[config.mk]
export PLATFORM = sky130hd
export DESIGN_NAME = j_array_sequencer
export DESIGN_NICKNAME = d
export VERILOG_FILES = /design/src/rtl/j_array_pkg.sv /design/src/rtl/j_valid_delay_line.sv /design/src/rtl/j_array_sequencer.sv
export SDC_FILE = /design/constraint.sdc
export NUM_CORES = 1
export LEC_CHECK = 0
export BUFFER_PORTS_ARGS = -buffer_cell sky130_fd_sc_hd__buf_2
export CORE_AREA = 2 2 121 100
export CTS_CLUSTER_DIAMETER = 30
export DETAILED_ROUTE_END_ITERATION = 10
export DIE_AREA = 0 0 123 102
export PLACE_DENSITY = 0.49
export SLEW_MARGIN = 20
export SYNTH_ARGS = -nofsm -noshare
export SYNTH_HDL_FRONTEND = slang
export SYNTH_SLANG_ARGS = --single-unit
[constraint.sdc]
create_clock -name clk -period 3.1 [get_ports clk]
set_input_delay 0.465 -clock clk [delete_from_list [all_inputs] [get_ports clk]]
set_output_delay 0.465 -clock clk [all_outputs]
set_load 0.05 [all_outputs]
[src/rtl/j_array_pkg.sv]
// Shared types and sizing helpers for the systolic array job sequencer.
package j_array_pkg;

  typedef enum logic [2:0] {
    IDLE,
    LOAD_W,
    STREAM,
    DRAIN,
    DONE
  } state_e;

  function automatic int lat_f(input int width, input int height);
    return width + height - 1;
  endfunction

  function automatic int cols_w_f(input int max_cols);
    return $clog2(max_cols + 1);
  endfunction

  function automatic int df_w_f(input int num_df);
    return (num_df > 2) ? $clog2(num_df) : 1;
  endfunction

  function automatic int row_w_f(input int height);
    return (height > 2) ? $clog2(height) : 1;
  endfunction

  // Phase counter must hold the longest phase length (load, stream or drain).
  function automatic int cnt_w_f(input int max_cols, input int lat, input int height);
    int m;
    m = max_cols;
    if (lat > m) m = lat;
    if (height > m) m = height;
    return $clog2(m + 1);
  endfunction

endpackage

[src/rtl/j_valid_delay_line.sv]
// Fixed-depth 1-bit shift register with synchronous active-low clear.
module j_valid_delay_line #(
  parameter int DEPTH = 1
) (
  input  logic clk_i,
  input  logic clr_n_i,
  input  logic din_i,
  output logic dout_o
);

  logic [DEPTH-1:0] sr_q;

  generate
    if (DEPTH == 1) begin : g_single
      always_ff @(posedge clk_i) begin
        if (!clr_n_i) sr_q <= 1'b0;
        else          sr_q <= din_i;
      end
    end else begin : g_multi
      always_ff @(posedge clk_i) begin
        if (!clr_n_i) sr_q <= '0;
        else          sr_q <= {sr_q[DEPTH-2:0], din_i};
      end
    end
  endgenerate

  assign dout_o = sr_q[DEPTH-1];

endmodule

[src/rtl/j_array_sequencer.sv]
// Job-level controller: weight load, column stream and drain phases for the
// systolic subarray, with dataflow mux select and result-valid tracking.
module j_array_sequencer
  import j_array_pkg::*;
#(
  parameter int SUBARRAY_WIDTH      = 32,
  parameter int SUBARRAY_HEIGHT     = 32,
  parameter int NUM_DATAFLOW_PER_MX = 8,
  parameter int MAX_COLS            = 4096
) (
  input  logic                                   clk,
  input  logic                                   reset,
  input  logic                                   cmd_valid,
  output logic                                   cmd_ready,
  input  logic [cols_w_f(MAX_COLS)-1:0]          cmd_num_cols,
  input  logic [df_w_f(NUM_DATAFLOW_PER_MX)-1:0] cmd_dataflow,
  output logic                                   w_load_en,
  output logic [row_w_f(SUBARRAY_HEIGHT)-1:0]    w_row_sel,
  output logic                                   data_en,
  output logic [df_w_f(NUM_DATAFLOW_PER_MX)-1:0] mx_sel,
  output logic                                   result_en,
  output logic                                   busy,
  output logic                                   done
);

  localparam int LAT    = lat_f(SUBARRAY_WIDTH, SUBARRAY_HEIGHT);
  localparam int COLS_W = cols_w_f(MAX_COLS);
  localparam int DF_W   = df_w_f(NUM_DATAFLOW_PER_MX);
  localparam int ROW_W  = row_w_f(SUBARRAY_HEIGHT);
  localparam int CNT_W  = cnt_w_f(MAX_COLS, LAT, SUBARRAY_HEIGHT);

  state_e             state_q, state_d;
  logic [CNT_W-1:0]   cnt_q, cnt_d, cnt_inc;
  logic [COLS_W-1:0]  ncols_q, ncols_d;
  logic [DF_W-1:0]    df_q, df_d;

  logic               w_load_en_q, w_load_en_d;
  logic [ROW_W-1:0]   w_row_sel_q, w_row_sel_d;
  logic               data_en_q, data_en_d;
  logic               busy_q, busy_d;
  logic               done_q, done_d;

  logic               accept;
  logic               load_last, stream_last, drain_last;

  assign accept      = cmd_valid && (state_q == IDLE);
  assign cnt_inc     = cnt_q + CNT_W'(1);
  assign load_last   = (cnt_q == CNT_W'(SUBARRAY_HEIGHT - 1));
  // Compare the incremented count so num_cols == MAX_COLS never needs a wrap.
  assign stream_last = (cnt_inc == CNT_W'(ncols_q));
  assign drain_last  = (cnt_q == CNT_W'(LAT - 1));

  always_ff @(posedge clk) begin
    if (!reset) begin
      state_q     <= IDLE;
      cnt_q       <= '0;
      ncols_q     <= '0;
      df_q        <= '0;
      w_load_en_q <= 1'b0;
      w_row_sel_q <= '0;
      data_en_q   <= 1'b0;
      busy_q      <= 1'b0;
      done_q      <= 1'b0;
    end else begin
      state_q     <= state_d;
      cnt_q       <= cnt_d;
      ncols_q     <= ncols_d;
      df_q        <= df_d;
      w_load_en_q <= w_load_en_d;
      w_row_sel_q <= w_row_sel_d;
      data_en_q   <= data_en_d;
      busy_q      <= busy_d;
      done_q      <= done_d;
    end
  end

  // The phase counter restarts from zero on every state transition.
  always_comb begin
    state_d = state_q;
    cnt_d   = cnt_inc;
    ncols_d = ncols_q;
    df_d    = df_q;
    unique case (state_q)
      IDLE: begin
        cnt_d = '0;
        if (accept) begin
          state_d = LOAD_W;
          ncols_d = cmd_num_cols;
          df_d    = cmd_dataflow;
        end
      end
      LOAD_W: begin
        if (load_last) begin
          cnt_d   = '0;
          state_d = (ncols_q == '0) ? DONE : STREAM;
        end
      end
      STREAM: begin
        if (stream_last) begin
          cnt_d   = '0;
          state_d = DRAIN;
        end
      end
      DRAIN: begin
        if (drain_last) begin
          cnt_d   = '0;
          state_d = DONE;
        end
      end
      DONE: begin
        cnt_d   = '0;
        state_d = IDLE;
      end
      default: begin
        cnt_d   = '0;
        state_d = IDLE;
      end
    endcase
  end

  // Outputs are decoded from the next state so they land in flops aligned with the state.
  always_comb begin
    w_load_en_d = (state_d == LOAD_W);
    w_row_sel_d = (state_d == LOAD_W) ? cnt_d[ROW_W-1:0] : '0;
    data_en_d   = (state_d == STREAM);
    busy_d      = (state_d != IDLE);
    done_d      = (state_d == DONE);
  end

  j_valid_delay_line #(
    .DEPTH(LAT)
  ) u_result_dly (
    .clk_i  (clk),
    .clr_n_i(reset),
    .din_i  (data_en_q),
    .dout_o (result_en)
  );

  assign cmd_ready = (state_q == IDLE);
  assign w_load_en = w_load_en_q;
  assign w_row_sel = w_row_sel_q;
  assign data_en   = data_en_q;
  assign mx_sel    = df_q;
  assign busy      = busy_q;
  assign done      = done_q;

endmodule

* Word-level counts from Yosys, hierarchy flattened
Index checks and enable logic that the tools add are counted.
Word-level totals: register bits 104, word-level logic and storage cells 36, output and inout port bits 14, input bits 19
Cells by class: muxes and demuxes 10, reductions and logical operators 6, equality and inequality tests 9, $add $sub $neg 1
Operators with widths (count):
- 2-to-1 mux 13 bit | 3
- one-hot mux 13 bit (3 select lines) | 1
- 2-to-1 mux 3 bit | 5
- adder 13 x 1 -> 13 bit, second input constant | 1
- equality test 13 bit | 1
- equality test 13 x 5 -> 1 bit, second input constant | 1
- equality test 13 x 6 -> 1 bit, second input constant | 1
- zero test 13 bit | 1
- one-hot mux 3 bit (4 select lines) | 1
- equality test 3 x 2 -> 1 bit, second input constant | 3
- equality test 3 x 1 -> 1 bit, second input constant | 2
- AND reduction 2 bit | 2
- equality test 3 bit, second input constant | 1
- zero test 3 bit | 1
- nonzero test 3 bit | 1
- logical AND 1 bit | 1

* Depth between registers and ports, before layout
Gate-level depths: netlist (run 1).
depth after elaboration 6, gate-level depth with buffers 10, depth with buffers taken out 8

* Hierarchy
Synthesis (run 1) repeated with hierarchy kept, for this count alone.
Second synthesis, totals: cell total of the unflattened synthesis 388, area total of the unflattened synthesis 3957.5 um^2
Modules (own cells, without submodules):
- j_array_sequencer | cells each 256, area each 2193.4 um^2, sequential area each 820.8 um^2, instances 1
- j_valid_delay_line | cells each 132, area each 1764.2 um^2, sequential area each 1261.2 um^2, instances 1

* Worst setup path after synthesis (run 1)
Ideal clock, no wire load.
kind flip-flop to flip-flop, start register state_q[1], end register w_row_sel_q[4] (netlist: w_row_sel[4]), period minus slack after synthesis 2.513 ns, setup time 0.092 ns, stages on the path, launching flop included 7, arrival time 2.421 ns, slack 0.587 ns, path through dfxtp_1 -> nor3_1 -> and2_1 -> clkbuf_1 -> or2_2 -> nand2_1 -> nor4_1
Between the ends: cells in the longest elaborated chain, start to end 6, elaborated cells between the ends (all ways) 13, classes of those cells eq/ne: 4; mux: 6; reduce/logical: 3
Ends and longest elaborated chain:
- from (decl) | RTL line j_array_sequencer.sv:32 | state_e state_q, state_d;
- from (signal assigned) | RTL line j_array_sequencer.sv:65 | state_q <= state_d;
- zero test 3 bit (*)
- via cmd_ready | RTL line j_array_sequencer.sv:14 | output logic cmd_ready,
- logical AND 1 bit | RTL line j_array_sequencer.sv:46 | assign accept = cmd_valid && (state_q == IDLE);
- 2-to-1 mux 3 bit | RTL line j_array_sequencer.sv:86 | if (accept) begin
- one-hot mux 3 bit (4 select lines) (*) | RTL line j_array_sequencer.sv:83 | unique case (state_q)
- equality test 3 x 1 -> 1 bit (*) | RTL line j_array_sequencer.sv:124 | w_row_sel_d = (state_d == LOAD_W) ? cnt_d[ROW_W-1:0] : '0;
- AND reduction 2 bit (no source line) (*)
- to (signal assigned) | RTL line j_array_sequencer.sv:70 | w_row_sel_q <= w_row_sel_d;
- to (decl) | RTL line j_array_sequencer.sv:38 | logic [ROW_W-1:0] w_row_sel_q, w_row_sel_d;
The timed path passes the listed nets; every way through them passes the cells marked *. A chain may end at the register's enable or synchronous reset.

* Worst setup path in the final report (run 1)
start register cnt_q[0], end register cnt_q[1]
Between the ends: cells in the longest elaborated chain, start to end 4, elaborated cells between the ends (all ways) 8, classes of those cells add/sub: 1; eq/ne: 3; mux: 4
Ends and longest elaborated chain:
- from (decl) | RTL line j_array_sequencer.sv:33 | logic [CNT_W-1:0] cnt_q, cnt_d, cnt_inc;
- from (signal assigned) | RTL line j_array_sequencer.sv:66 | cnt_q <= cnt_d;
- adder 13 x 1 -> 13 bit | RTL line j_array_sequencer.sv:47 | assign cnt_inc = cnt_q + CNT_W'(1);
- equality test 13 bit | RTL line j_array_sequencer.sv:50 | assign stream_last = (cnt_inc == CNT_W'(ncols_q));
- 2-to-1 mux 13 bit | RTL line j_array_sequencer.sv:99 | if (stream_last) begin
- one-hot mux 13 bit (3 select lines) (*) | RTL line j_array_sequencer.sv:83
Every way passes the cells marked *; elsewhere a longest branch is shown, timed or not.

==> flow_summary.yaml, run 1 <==
run_status:
  outcome: "finished clean"
sta:
  max_slew.worst_pin.slew_ps: 584
  rsz0062_at_grt: "false"
  skew_ps: 11.0
  finalHoldViolations: 0
  period_share: 0.891
  setup_viol: 0
  fin_tns_setup_ps: 0
  slew_viol_final: 0
  fmax_ghz: 0.362
  slew_headroom: 0.611
  min_period_ps: 2760
  fin_hold_ws_ps: 361
logic_synthesis:
  yosys.area.top_type: "dfxtp_1"
  synth_top_area_frac: 0.538
  synthTopCellsByArea: "dfxtp_1 (54%), and2_1 (11%), nand2_1 (4.4%)"
  synth_area_mm2: 0.00387
  syn-mean-instance-area_um2: 9.63
  synth_ff_type: "dfxtp_1"
  syn_nets: 423
  ys_seq_area_frac: 0.538
  synth-edff-count: 0
  ys.warnings.count: 0
  ys_ff_latch: 104
  synthCells: 402
  async_flop_share: 0
  yosysUniqueCellTypes: 55
final_layout:
  final_layout_size_suffix_gt1_frac: 0.140
  diodes: 0
  fin_util: 0.389
  final_common_cell: "dfxtp_1"
  syn2layout_area_growth_pct: 13.4
  final_nets: 445
  final_cell_mix: "dfxtp_1 (104), and2_1 (65), nand2_1 (45)"
  fin_area_mm2: 0.00439
clock_network:
  cts_sinks: 104
  cts.repair.resized: 0
  clockRootBuffer: "clkbuf_16"
  cts-buffers-inserted: 9
  insertion_delay_ps: 340
  clkTransAtPathRegs_ps: 70
  htree_levels: 3
  cts_buffer_depth: 2
  postCtsHoldBufs: 0
  cts_tree: "yes"
  post_cts_buffers: 0
setup_path:
  slowest_delay_ps: 510
  path_class: "flip-flop to flip-flop"
  r2r-end: "cnt_q[1]$_SDFF_PN0_"
  slowest_stage: "dfxtp_1"
  rrSetupSlack_ps: 340
  cp-start-kind: "flip-flop"
  crit_arrival_ps: 2970
  crit_path_cell_trace: "ha_1 -> inv_1 -> or3_4 -> o22ai_1 -> o2111ai_1 -> o41ai_2 -> buf_4 -> a21oi_1"
  ff2ff_path_depth: 8
  rr_startpoint: "cnt_q[0]$_SDFF_PN0_"
  crit_required_ps: 3300
  worst-path-max-fanout: 12
  cp-end-kind: "flip-flop"
global_route:
  grtUsageTotal: 0.134
  grt_max_degree: 68
  grt_overflow: 0
  grt_pass1_wl_mm: 12.9
  antenna_found_initial: 0
  grt_pass1_vias: 2536
min_path:
  min_path_cells: 3
  min_to: "mx_sel[0]$_SDFFE_PN0P_"
  min_path_type: "primary input to flip-flop"
  hp-start: "cmd_dataflow[0]"
pwr:
  power_density_mw_per_mm2: 587
  p_switching_w: 0.000605
  p_leak_nw: 1.68
  ir_drop_mv: 0.270
  p_int_w: 0.00197
  power_w: 0.00258
  p_sw_frac: 0.235
  share_seq_of_total_power: 0.535
  clkPwrFrac: 0.407
  comb_power_share: 0.059
job:
  cap_violations: 0
floorplanning:
  row_count: 35
  core-area_mm2: 0.0113
  die_area_mm2: 0.0125
  dieHeight_um: 102
  die_x_um: 123
  pin_count: 33
  start_util: 0.343
place:
  hpwl_mm: 5.37
  dpl_cell_area_mm2: 0.00412
  gp_routability_congestion: 0.865
  io_buffers: 32
drt:
  drc: 0
  viasPerCell: 4.84
  drt-initial-drc-count: 220
  num_vias: 2790
  ant_nets: 0
  wirelength_mm: 7.79
  drt-pass1-iter-count: 5
  wl_per_cell_um: 13.5
## worst max-delay path: cells and delay by family, from the launching register on
| family | cells | cell delay (ps) |
|---|---|---|
| flip-flops | 1 | 510 |
| AO/OA/AOI/OAI | 4 | 830 |
| buffers and inverters | 2 | 340 |
| AND/OR/NAND/NOR | 1 | 430 |
| adder cells (fa/ha/maj) | 1 | 510 |
## power by group through the flow
| stage | registers (W) | logic [W] | clock network [W] |
|---|---|---|---|
| after floorplan | 0.00142 | 0.0000956 | 0 |
| after global placement | 0.00141 | 0.000151 | 0 |
| after detailed placement | 0.00141 | 0.000152 | 0 |
| after CTS | 0.00138 | 0.000153 | 0.00109 |
| after global routing | 0.00138 | 0.000170 | 0.00114 |
| final | 0.00138 | 0.000151 | 0.00105 |
## per-layer routing
| metal | vias to the layer above | share of wire | routed length [µm] | GRT usage |
|---|---|---|---|---|
| li1 | 1421 | - | - | - |
| met1 | 1272 | 0.52 | 4030 | 0.193 |
| met2 | 86 | 0.40 | 3080 | 0.184 |
| met3 | 11 | 0.074 | 574 | 0.0441 |
| met4 | 0 | 0.013 | 104 | 0.0551 |
| met5 | - | 0 | 0 | 0 |
## final cells by class
class	instances	area, µm²
well taps	148	185
clock inverters	4	30.0
fillers	1159	6910
flip-flops and latches	104	2080
repair buffers	36	190
clock buffers	11	243
inverters	7	26.3
multi-input cells	266	1630
## cell families after synthesis
family	count (synthesis)	synth area share
buffers and inverters	32	0.0398
DFF	104	0.538
adders and majority gates	2	0.00647
and+or+nand+nor	177	0.253
xor gates and xnor gates	17	0.0385
AOI/OAI and AO/OA	70	0.124
## cells in the mapped netlist (all sizes together), types with 2 or more instances
| cell type | n |
|---|---|
| dfxtp | 104 |
| and2 | 65 |
| nand2 | 45 |
| a21oi | 30 |
| clkbuf | 15 |
| nor2 | 15 |
| xnor2 | 11 |
| buf | 10 |
| nor3 | 10 |
| nand3 | 9 |
| inv | 7 |
| a31oi | 6 |
| nand4 | 6 |
| nor4 | 6 |
| xor2 | 6 |
| nor2b | 4 |
| o22ai | 4 |
| a211oi | 3 |
| o2111ai | 3 |
| o41ai | 3 |
| or3 | 3 |
| a21boi | 2 |
| a32o | 2 |
| and3 | 2 |
| ha | 2 |
| nand2b | 2 |
| nand3b | 2 |
| o21a | 2 |
| o221ai | 2 |
| o311ai | 2 |
| or2b | 2 |
## state kept, by name (all words and copies together), names as in the netlist
name	flops
done	1
ncols_q	13
busy	1
w_load_en	1
state_q	3
mx_sel	3
cnt_q	13
w_row_sel	5
data_en	1
u_result_dly.sr_q	63
## worst max-delay path by stage
| stage | startpoint | slack [ps] | depth (start not counted) | to |
|---|---|---|---|---|
| finish | cnt_q[0]$_SDFF_PN0_ | 340 | 8 | cnt_q[1]$_SDFF_PN0_ |
| global route | cnt_q[0]$_SDFF_PN0_ | 180 | 8 | cnt_q[10]$_SDFF_PN0_ |
| CTS | cnt_q[0]$_SDFF_PN0_ | 370 | 8 | cnt_q[3]$_SDFF_PN0_ |
| detailed placement | cnt_q[0]$_SDFF_PN0_ | 370 | 8 | cnt_q[12]$_SDFF_PN0_ |
| global placement | cnt_q[0]$_SDFF_PN0_ | 480 | 8 | cnt_q[2]$_SDFF_PN0_ |
| floorplan | state_q[1]$_SDFF_PN0_ | 590 | 6 | w_row_sel[4]$_SDFF_PN0_ |
## through the flow
stage	setup WS, ps	cells
global route	180	576
detailed placement	375	561
CTS	368	576
global placement	476	561
finish	339	576
floorplan	587	402
(Power assumes the default switching activity.)
==> inputs of run 2 (changes only) <==
Settings changed: ABC_CLOCK_PERIOD_IN_PS from default to 2400, CTS_CLUSTER_SIZE from default to 16, PLACE_DENSITY 0.49 to 0.5.
Clock period 3.1 ns to 2.4 ns, I/O delays scaled along.
==> run 2 against run 1 <==
Effect of this change: hold slack worse by 110 ps; utilization is 3.2 points higher; via count is 3.8% higher; register-to-register slack worse by 320 ps; cell area is 8.3% higher; power is 41% higher; die area stayed put; routed wire length is 5.5% higher; sequential power is 29% higher; global-route usage is 0.52 points higher; maximum frequency is 16% higher; first-iteration DRC count is 5.0% lower; largest cell class unchanged; largest power group unchanged.
==> flow_summary.yaml, run 2 (synthesized netlist as in run 1, its figures left out) <==
clock_network:
  cts_tree: "yes"
  cts_sinks: 104
  htree_levels: 3
  clockRootBuffer: "clkbuf_16"
  postCtsHoldBufs: 0
  clkTransAtPathRegs_ps: 70
  cts_buffer_depth: 2
  cts-buffers-inserted: 9
  insertion_delay_ps: 340
setup_path:
  crit_required_ps: 2610
  cp-start-kind: "flip-flop"
  cp-end-kind: "flip-flop"
  worst-path-max-fanout: 6
  path_class: "flip-flop to flip-flop"
  crit_arrival_ps: 2590
drt:
  wl_per_cell_um: 13.7
  drt-pass1-iter-count: 4
  viasPerCell: 4.83
  drt-initial-drc-count: 209
  wirelength_mm: 8.22
  drc: 0
  num_vias: 2897
  ant_nets: 0
floorplanning:
  row_count: 35
  die_x_um: 123
  core-area_mm2: 0.0113
  dieHeight_um: 102
  start_util: 0.343
  die_area_mm2: 0.0125
  pin_count: 33
final_layout:
  fin_util: 0.421
  multi_input_area_mm2: 0.00174
  final_layout_size_suffix_gt1_frac: 0.223
  regMostFlops: "u_result_dly.sr_q"
  reg_top3: "u_result_dly.sr_q (63), cnt_q (13), ncols_q (13)"
  syn2layout_area_growth_pct: 22.9
  num-fill-cells: 1111
  final_nets: 468
  final_cell_mix: "dfxtp_1 (100), and2_1 (65), nand2_1 (45)"
  diodes: 0
  final_common_cell: "dfxtp_1"
  stdcell_count: 600
  largest_register_ffs: 63
  regArea_mm2: 0.00209
pwr:
  power_w: 0.00363
  ir_drop_mv: 0.291
  p_leak_nw: 1.84
  power_density_mw_per_mm2: 763
place:
  dp.cells: 580
  io_buffers: 32
  dp_slack_ps: -4.22
  gp_routability_congestion: 0.886
  hpwl_mm: 5.59
global_route:
  antenna_found_initial: 0
  grtUsageTotal: 0.140
  busiest_layer: "met1"
  grtUsageMet3: 0.0491
  use_met2: 0.183
  grt_pass1_wl_mm: 13.5
  grt_pass1_vias: 2678
  grt_overflow: 0
  met1_usage: 0.205
  grt_max_degree: 64
sta:
  period_share: 0.991
  slew_headroom: 0.591
  finalHoldViolations: 0
  setup_viol: 0
  fmax_ghz: 0.420
  worst_slack_ps: 21.0
  max_slew.worst_pin.slew_ps: 606
  slew_viol_final: 0
  rsz0062_at_grt: "true"
  skew_ps: 5.64
  min_period_ps: 2380
run_status:
  outcome: "finished clean"
min_path:
  min_path_type: "primary input to flip-flop"
job:
  cap_violations: 0
-- run 2: changes by cell type in the layout (fill, tap and decap cells not counted), sizes merged --
cell,delta
buf,+23
bufinv,+2
clkbuf,-1
clkinv,-1
clkinvlp,-1
inv,+2
-- run 2: metrics by stage --
| stage | area, µm² | hold slack (ps) | setup TNS (ps) |
|---|---|---|---|
| after CTS | 4650 | 237 | 0 |
| after floorplan | 3880 | 412 | 0 |
| final | 4750 | 250 | 0 |
| after global placement | 4270 | 414 | 0 |
| after detailed placement | 4270 | 418 | -8.40 |
| after global routing | 4750 | 235 | -1110 |
-- run 2: critical path, stage by stage, from the launching register on --
cell and delay, ps:
dfxtp_2 330, buf_4 140, ha_4 160, buf_6 120, xnor2_2 130, a32o_1 220, nor4_2 320, o2111ai_2 210
o41ai_4 300, buf_4 230, a21oi_1 80
-- run 2: routing by layer --
| layer | up-vias | wire (µm) | share of wire |
|---|---|---|---|
| li1 | 1462 | - | - |
| met1 | 1337 | 4350 | 0.53 |
| met2 | 83 | 3250 | 0.39 |
| met3 | 15 | 420 | 0.051 |
| met4 | 0 | 199 | 0.024 |
| met5 | - | 0 | 0 |
-- run 2: timing repair --
| item | 4_1_cts | 5_1_grt |
|---|---|---|
| buffers inserted | 1 | 2 |
| gates cloned | 1 | 0 |
| resized for setup | 10 | 16 |
| pin swaps | 6 | 1 |
| endpoints found under the setup margin | 12 | 12 |
-- run 2: path summary, 6_finish.rpt --
| kind | startpoint | endpoint | slack, ps | cells after the start |
|---|---|---|---|---|
| setup / recovery | cnt_q[0]$_SDFF_PN0_ | cnt_q[7]$_SDFF_PN0_ | 20 | 10 |
| hold / removal | cmd_num_cols[9] | ncols_q[9]$_SDFFE_PN0P_ | 250 | 3 |
| setup reg to reg | cnt_q[0]$_SDFF_PN0_ | cnt_q[7]$_SDFF_PN0_ | 20 | 10 |
| hold reg to reg | u_result_dly.sr_q[27]$_SDFF_PN0_ | u_result_dly.sr_q[28]$_SDFF_PN0_ | 430 | 1 |
-- run 2: area by class of cell --
cell class                      instances  area share
Clock inverter                          6      0.0205
Tap cell                              148      0.0389
Timing Repair Buffer                   59      0.0787
Clock buffer                           10      0.0503
Sequential cell                       104       0.439
Multi-Input combinational cell        266       0.367
Inverter                                7     0.00553
-- run 2: power by group --
group          total, W  switching, W  internal [W]
combinational  0.000227      0.000141     0.0000867
clock           0.00162      0.000664      0.000960
sequential      0.00178     0.0000284       0.00175
total           0.00363      0.000833       0.00279
==> inputs of run 3 (changes only) <==
==> constraint.sdc (replaced) <==
create_clock -name clk -period 2.4 [get_ports clk]
set_input_delay 0.12 -clock clk [delete_from_list [all_inputs] [get_ports clk]]
set_output_delay 0.12 -clock clk [all_outputs]
set_load 0.005 [all_outputs]
==> run 3 against run 2 <==
Effect of this change: worst setup slack got worse by 52 ps; critical path type unchanged; combinational power is 11% lower; highest routed layer unchanged; routed wire length rose by 4.7%; clock-buffer cell count is 1 higher; global-route usage grew 0.11 points; clock power fell by 15%; largest cell class unchanged; sequential cell count stayed put; the run now ends with negative setup slack left; die area unchanged.
==> flow_summary.yaml, run 3 (synthesized netlist as in run 1, its figures left out) <==
run_status:
  outcome: "finished with violations"
  violations: "negative setup slack"
setup_path:
  crit_arrival_ps: 2630
  path_class: "flip-flop to flip-flop"
  crit_required_ps: 2600
  cp-start-kind: "flip-flop"
  cp-end-kind: "flip-flop"
  rr_startpoint: "cnt_q[0]$_SDFF_PN0_"
  r2r-end: "cnt_q[6]$_SDFF_PN0_"
  ff2ff_path_depth: 10
  rrSetupSlack_ps: -30
  worst-path-max-fanout: 6
drt:
  drt-pass1-iter-count: 4
  drc: 0
  wirelength_mm: 8.60
  num_vias: 2953
  wl_per_cell_um: 14.3
  ant_nets: 0
  drt-initial-drc-count: 282
  viasPerCell: 4.91
final_layout:
  diodes: 0
  syn2layout_area_growth_pct: 23.0
  final_layout_size_suffix_gt1_frac: 0.243
  final_common_cell: "dfxtp_1"
  reg_top3: "u_result_dly.sr_q (63), cnt_q (13), ncols_q (13)"
  fin_util: 0.421
  num-fill-cells: 1120
  final_nets: 469
  stdcell_count: 601
  largest_register_ffs: 63
  regMostFlops: "u_result_dly.sr_q"
  fin_area_mm2: 0.00476
  final_cell_mix: "dfxtp_1 (100), and2_1 (65), nand2_1 (45)"
global_route:
  grt_pass1_vias: 2667
  grt_max_degree: 45
  grt_pass1_wl_mm: 13.6
  antenna_found_initial: 0
  grtUsageTotal: 0.141
  grt_overflow: 0
place:
  dpl_cell_area_mm2: 0.00425
  dp.cells: 577
  hpwl_mm: 5.67
  gp_routability_congestion: 0.939
  io_buffers: 32
clock_network:
  clkTransAtPathRegs_ps: 70
  cts_buffer_depth: 2
  cts_sinks: 104
  cts_tree: "yes"
  clockRootBuffer: "clkbuf_16"
  htree_levels: 3
  insertion_delay_ps: 340
  cts-buffers-inserted: 9
sta:
  skew_ps: 6.24
  min_period_ps: 2430
  fmax_ghz: 0.411
  fin_hold_ws_ps: 16.5
  slew_headroom: 0.542
  rsz0062_at_grt: "true"
  slew_viol_final: 0
  finalHoldViolations: 0
  period_share: 1.01
  worst_slack_ps: -30.6
  max_slew.worst_pin.slew_ps: 685
  setup_viol: 12
floorplanning:
  start_util: 0.343
  pin_count: 33
  core-area_mm2: 0.0113
  die_x_um: 123
  row_count: 35
  die_area_mm2: 0.0125
  dieHeight_um: 102
pwr:
  power_density_mw_per_mm2: 706
  p_leak_nw: 1.83
  ir_drop_mv: 0.312
min_path:
  min_path_type: "primary input to flip-flop"
  min_to: "ncols_q[7]$_SDFFE_PN0P_"
  hp-start: "cmd_num_cols[7]"
  min_path_cells: 3
job:
  cap_violations: 0
[run 3: cell types whose count changed in the layout (fill, tap and decap cells not counted), sizes merged]
cell,delta
bufinv,-2
clkinv,+2
inv,-2
clkbuf,+1
clkinvlp,+1
dlygate4sd3,+1
[run 3: repair_timing]
item                                   4_1_cts  5_1_grt
endpoints found under the hold margin        1        0
gates cloned                                 1        0
hold buffers                                 1        0
resized for setup                           11       25
buffers inserted                             1        5
setup endpoints to repair                   12       13
pin swaps                                    3        8
[run 3: cell type report]
type                            instances  area, µm²  area share
Tap cell                              148        185      0.0389
Inverter                                7       26.3     0.00552
Clock buffer                           11        243      0.0510
Clock inverter                          5       41.3     0.00868
Timing Repair Buffer                   60        400      0.0841
Multi-Input combinational cell        266       1780       0.373
Sequential cell                       104       2090       0.438
[run 3: power breakdown]
part | switching, W | leakage (nW) | internal [W] | total, W
combinational | 0.000116 | 0.853 | 0.0000861 | 0.000202
clock | 0.000640 | 0.138 | 0.000741 | 0.00138
sequential | 0.0000281 | 0.843 | 0.00175 | 0.00178
[run 3: through the flow]
stage / worst slack, ps / power [W] / TNS (ps)
after CTS: 7.87 / 0.00339 / 0
after global routing: -152 / 0.00350 / -1690
after global placement: -9.68 / 0.00200 / -98.5
after floorplan: 19.4 / 0.00193 / 0
after detailed placement: -16.6 / 0.00200 / -39.2
final: -30.6 / 0.00336 / -241
[run 3: worst max path at each step]
stage | from | endpoint | slack (ps) | depth (start not counted)
after global placement | cnt_q[0]$_SDFF_PN0_ | cnt_q[7]$_SDFF_PN0_ | -10 | 8
after global routing | cnt_q[0]$_SDFF_PN0_ | cnt_q[7]$_SDFF_PN0_ | -150 | 10
final | cnt_q[0]$_SDFF_PN0_ | cnt_q[6]$_SDFF_PN0_ | -30 | 10
after detailed placement | cnt_q[0]$_SDFF_PN0_ | cnt_q[10]$_SDFF_PN0_ | -20 | 8
after CTS | cnt_q[0]$_SDFF_PN0_ | cnt_q[10]$_SDFF_PN0_ | 8 | 8
after floorplan | cnt_q[0]$_SDFF_PN0_ | cnt_q[2]$_SDFF_PN0_ | 20 | 10
[run 3: per-layer routing]
metal | wire, µm | part of all wire | vias to the layer above | GRT usage
met5 | 0 | 0 | - | 0
met4 | 214 | 0.025 | 0 | 0.0699
met3 | 620 | 0.072 | 17 | 0.0363
met2 | 3560 | 0.41 | 101 | 0.193
met1 | 4210 | 0.49 | 1369 | 0.204
li1 | - | - | 1466 | -
[run 3: critical path, stage by stage (launching register included)]
cell and delay, ps:
dfxtp_2 330, buf_12 130, ha_4 160, buf_8 130, xnor2_4 120, a32o_2 260, nor4_4 250, o2111ai_2 180
o41ai_4 440, buf_6 200, a21oi_2 60
